## src/rtl/imem_loader.sv

```systemverilog
`default_nettype none
// ============================================================================
// Module      : imem_loader
// Description : Byte-stream program loader. It assembles a 32-bit length header
//               and N instruction words, writes the words into the core's
//               instruction memory, then holds the core's run enable high.
// Revision    : 1.0 - initial release
// ============================================================================
module imem_loader #(
    parameter int ADDR_W    = 19,
    parameter int MAX_WORDS = 1024,
    parameter int BASE_ADDR = 0
) (
    input  logic              clk,
    input  logic              rst_n,
    input  logic              s_valid,
    input  logic [7:0]        s_data,
    output logic              s_ready,
    input  logic              reload,
    output logic [31:0]       o_instruction,
    output logic [ADDR_W-1:0] o_addr,
    output logic              o_wea,
    output logic              o_start,
    output logic              busy,
    output logic              err,
    output logic [ADDR_W-1:0] word_cnt
);

    localparam int                c_CNT_W = $clog2(MAX_WORDS + 1);
    localparam logic [ADDR_W-1:0] c_BASE  = ADDR_W'(BASE_ADDR);

    localparam logic [2:0] c_ST_LEN   = 3'd0;
    localparam logic [2:0] c_ST_LOAD  = 3'd1;
    localparam logic [2:0] c_ST_FLUSH = 3'd2;
    localparam logic [2:0] c_ST_RUN   = 3'd3;
    localparam logic [2:0] c_ST_ERR   = 3'd4;

    // The whole program image must be addressable without wrapping onto itself.
    if ((longint'(BASE_ADDR) + longint'(MAX_WORDS) - 1) >= (longint'(1) << ADDR_W)
        || MAX_WORDS < 1) begin : g_param_check
        $error("imem_loader: BASE_ADDR + MAX_WORDS - 1 does not fit in ADDR_W bits");
    end

    logic [2:0]         r_state;
    logic [1:0]         r_byte_cnt;
    logic [23:0]        r_shift;
    logic [c_CNT_W-1:0] r_len;
    logic [c_CNT_W-1:0] r_widx;
    logic [31:0]        r_instr;
    logic [ADDR_W-1:0]  r_addr;
    logic               r_wea;
    logic [ADDR_W-1:0]  r_word_cnt;
    logic               r_start;
    logic               r_err;
    logic               r_busy;
    logic               r_ready;

    logic               w_xfer;
    logic               w_word_done;
    logic [31:0]        w_word;
    logic               w_hdr_bad;
    logic               w_last;
    logic [c_CNT_W-1:0] w_widx_inc;
    logic [2:0]         w_state_nxt;

    always_comb begin
        w_xfer      = s_valid & r_ready;
        w_word_done = w_xfer && (r_byte_cnt == 2'd3);
        w_word      = {s_data, r_shift};
        w_hdr_bad   = (w_word == 32'd0) || (w_word > 32'(MAX_WORDS));
        w_last      = (r_widx == r_len - c_CNT_W'(1));
        w_widx_inc  = r_widx + c_CNT_W'(1);

        w_state_nxt = r_state;
        if (reload) begin
            w_state_nxt = c_ST_LEN;
        end else begin
            case (r_state)
                c_ST_LEN:   if (w_word_done) w_state_nxt = w_hdr_bad ? c_ST_ERR : c_ST_LOAD;
                c_ST_LOAD:  if (w_word_done && w_last) w_state_nxt = c_ST_FLUSH;
                c_ST_FLUSH: w_state_nxt = c_ST_RUN;
                c_ST_RUN:   w_state_nxt = c_ST_RUN;
                c_ST_ERR:   w_state_nxt = c_ST_ERR;
                default:    w_state_nxt = c_ST_LEN;
            endcase
        end
    end

    always_ff @(posedge clk) begin
        if (!rst_n) begin
            r_state    <= c_ST_LEN;
            r_byte_cnt <= 2'd0;
            r_shift    <= 24'd0;
            r_len      <= '0;
            r_widx     <= '0;
            r_instr    <= 32'd0;
            r_addr     <= '0;
            r_wea      <= 1'b0;
            r_word_cnt <= '0;
            r_start    <= 1'b0;
            r_err      <= 1'b0;
            r_busy     <= 1'b0;
            r_ready    <= 1'b1;
        end else begin
            r_state <= w_state_nxt;
            r_wea   <= 1'b0;
            r_start <= (w_state_nxt == c_ST_RUN);
            r_err   <= (w_state_nxt == c_ST_ERR);
            r_busy  <= (w_state_nxt == c_ST_LEN) || (w_state_nxt == c_ST_LOAD)
                       || (w_state_nxt == c_ST_FLUSH);
            r_ready <= (w_state_nxt == c_ST_LEN) || (w_state_nxt == c_ST_LOAD);

            if (reload) begin
                // Drops any partial word and suppresses a write that would land next cycle.
                r_byte_cnt <= 2'd0;
                r_shift    <= 24'd0;
                r_widx     <= '0;
                r_word_cnt <= '0;
            end else if (w_xfer) begin
                r_byte_cnt <= r_byte_cnt + 2'd1;
                r_shift    <= {s_data, r_shift[23:8]};
                if (w_word_done) begin
                    if (r_state == c_ST_LEN) begin
                        if (!w_hdr_bad) r_len <= w_word[c_CNT_W-1:0];
                        r_widx     <= '0;
                        r_word_cnt <= '0;
                    end else if (r_state == c_ST_LOAD) begin
                        r_wea      <= 1'b1;
                        r_instr    <= w_word;
                        r_addr     <= c_BASE + ADDR_W'(r_widx);
                        r_word_cnt <= ADDR_W'(w_widx_inc);
                        r_widx     <= w_widx_inc;
                    end
                end
            end
        end
    end

    assign s_ready       = r_ready;
    assign o_instruction = r_instr;
    assign o_addr        = r_addr;
    assign o_wea         = r_wea;
    assign o_start       = r_start;
    assign busy          = r_busy;
    assign err           = r_err;
    assign word_cnt      = r_word_cnt;

endmodule
`default_nettype wire
```

## config.mk

```make
export PLATFORM = sky130hd
export DESIGN_NAME = imem_loader
export DESIGN_NICKNAME = d
export VERILOG_FILES = /design/src/rtl/imem_loader.sv
export SDC_FILE = /design/constraint.sdc
export NUM_CORES = 1
export LEC_CHECK = 0
export CORE_MARGIN = 5
export CORE_UTILIZATION = 55
export CTS_CLUSTER_DIAMETER = 30
export DETAILED_ROUTE_END_ITERATION = 8
export GPL_ROUTABILITY_DRIVEN = 1
export GPL_TIMING_DRIVEN = 0
export PLACE_DENSITY = 0.85
export SLEW_MARGIN = 20
export SYNTH_ARGS = -nofsm -noshare
export SYNTH_HDL_FRONTEND = slang
export SYNTH_SLANG_ARGS = --single-unit
```

## constraint.sdc

```tcl
create_clock -name clk -period 6.3 [get_ports clk]
set_input_delay 1.26 -clock clk [delete_from_list [all_inputs] [get_ports clk]]
set_output_delay 1.26 -clock clk [all_outputs]
set_load 0.01 [all_outputs]
```

==> reports/summary.txt <==
Fin crit period: 3460 ps
Die width: 98.4 um
Crit path required time: 6590 ps
Slew HR: 0.414
Final non-filler cell total: 725
FF/Latch Area: 1980 sq um
First-pass GRT wire length: 17000 um
P&R area growth vs syn: 25.5%
Share of cells above drive strength 1: 0.0610
Largest net degree at the start of global routing: 17
Total CTS buffers: 9
CP max stage cell: nor2_1
Synth unique cells: 51
Synth top area cells: dfxtp_1 (46%), nand2_1 (14%), a21boi_1 (7.5%), a21oi_1 (3.5%), buf_4 (2.8%)
Fill count: 629
DRT antenna net count: 0
Slowest cell delay on critical path: 520 ps
Post-route setup slack: 2840 ps
Die Height: 98.4 um
Buffers on Ports: 70
Ant. Diodes: 0
Core ar.: 7690 sq um
CP most frequent cell: nand2_1
Hold buffer count at cts: 0
CTS tree: done
Final setup viols: 0
Post-Synthesis Cells: 522
Commonest non-fill, non-tap cell in the layout: nand2_1
Final hold vios: 0
Design Area, Final: 5390 sq um
Crit path launch type: input port
Hold Startpoint: o_addr[6]
Mean Syn Cell Area: 8.23 sq um
Drt total wl: 10000 um
DP Cell Count: 709
Row cnt: 32
Worst-margin pin slew: 857 ps
Worst-path maximum fanout: 10
Critical Path Sink Type: register
Reg2Reg Depth: 8
Power Total: 1.11 mW
Initial Utilization: 0.559
Via Count: 3878
IO Pins: 87
Synth warnings: 0
Cell taking the most area after synthesis: dfxtp_1
Hold EP: o_addr[6]
Most frequent cells in the layout: nand2_1 (156), dfxtp_1 (99), clkdlybuf4s50_1 (70)
Seq/Total Area, Yosys: 0.461
Die ar.: 9680 sq um
R2R setup slack: 3600 ps
Max VDD drop: 0.000150 V
R2r startpoint: r_len[0]
# nets final: 633
Top-area cell type share of the netlist area: 0.461
Max Root-Sink Buffers: 2
WP data arrival: 3750 ps
Clk sink count: 99
DP Wirelength: 7580 um
Vias/cell: 5.35
Area after DPL: 5180 sq um
Cell Area, Synth: 4300 sq um
Wirelength per Cell: 13.9 um
Yosys reg bits: 99
Initial antenna violation count: 0
Pwr Density: 205 nW/um^2
PostCTS Resize Cnt: 0
Final TNS setup: 0 ps
Max_cap viols: 0
Leakage power: 1.90 nW
DRC: 0
Remaining Overflow, GRT: 0
Hold path depth: 2
Clk root buf: clkbuf_8
Post CTS Setup Buffer Count: 0
Pre-Repair DR Iteration Count: 4
Outcome: complete, no violations
Clock Skew: 7.62 ps
Total Routing Usage GR: 0.211
Part of the cycle the worst path needs: 0.549
RSZ-0062 raised after global routing: no
Util after Layout: 0.702
Slew Limit Fails: 0
Crit path cell chain: clkdlybuf4s50_1 > nand3_1 > nor3_1 > nand2_1 > nor2_1 > clkbuf_1 > nand2_1 > a21boi_1
Post-synth EDFFs: 0
Most used DFF post-synth: dfxtp_1
Hold Crit Class: reg -> reg
Clk slew on worst S/H paths: 90 ps
Gpl congestion: 0.822
Clk_lat worst skew: 360 ps
Crit Path Category: in -> reg
Initial drt markers: 172
FF-to-FF End: s_ready
Hold slack: 456 ps
H-tree depth: 3
Vias in the first global route: 3760
Place WS: 2470 ps
Max Clk Rate: 0.289 GHz
FFs w/ async S/R, synth: 0
Area occupied by multi-input gates: 2110 sq um
[worst max-delay path by stage]
stage	slack, ps	startpoint	depth (start not counted)	to
floorplan	3650	s_valid	7	o_addr[7]
global placement	2610	s_valid	8	o_instruction[31]
detailed placement	2470	s_valid	8	o_addr[4]
CTS	2880	s_valid	8	o_addr[4]
global route	2510	s_valid	8	o_addr[3]
finish	2840	s_valid	8	o_addr[4]
[cell families (layout without fill, tap and decap cells)]
group,Yosys count,count (layout),share of synthesized area
AOI/OAI and AO/OA,107,107,0.175
xor gates and xnor gates,19,19,0.0387
adders and majority gates,3,3,0.00873
buffers and inverters,51,137,0.0620
DFF,99,99,0.461
other,1,16,0.000873
and+or+nand+nor,242,242,0.254
[synth_stat cells, drive strengths merged (3+ instances only)]
cell type  count
xor2           9
and3           3
or4            3
nand2        156
dfxtp         99
buf           18
and2           3
clkbuf        29
a31oi          3
or2            3
a21oi         30
inv            4
nor4           8
nand3          9
nand2b         3
ha             3
nand4          5
a21boi        43
or3            3
xnor2         10
o21ai          3
a31o          11
a2111oi        3
nor2          30
nor3           6
[routing by layer]
layer,part of all wire,track usage
met5,0,0
met3,0.058,0.0386
met2,0.49,0.361
met4,0.034,0.0987
met1,0.42,0.255
[cell type report]
| cell class | instances | share of cell area |
|---|---|---|
| Sequential cell | 99 | 0.367 |
| Inverter | 4 | 0.00278 |
| Timing Repair Buffer | 70 | 0.130 |
| Multi-Input combinational cell | 387 | 0.390 |
| Buffer | 47 | 0.0466 |
| Clock inverter | 5 | 0.0111 |
| Clock buffer | 11 | 0.0281 |
| Tap cell | 102 | 0.0237 |
[report_power, final]
group | internal [mW] | switching (mW) | total (mW)
Clock | 0.207 | 0.217 | 0.424
Sequential | 0.628 | 0.00289 | 0.631
Combinational | 0.0232 | 0.0299 | 0.0531
[flip-flops by register name, summed over array words and instances, names as in the netlist]
name	cells
word_cnt	11
r_shift	24
o_instruction	32
r_len	11
o_addr	11
err	1
s_ready	1
busy	1
o_wea	1
o_start	1
r_byte_cnt	2
r_state	3
[worst max-delay path, delay by kind of cell]
| family | cells | cell delay, ps |
|---|---|---|
| simple gates | 5 | 1400 |
| buf+inv | 2 | 930 |
| compound gates | 1 | 140 |
Power figures use the tool's default switching activity.
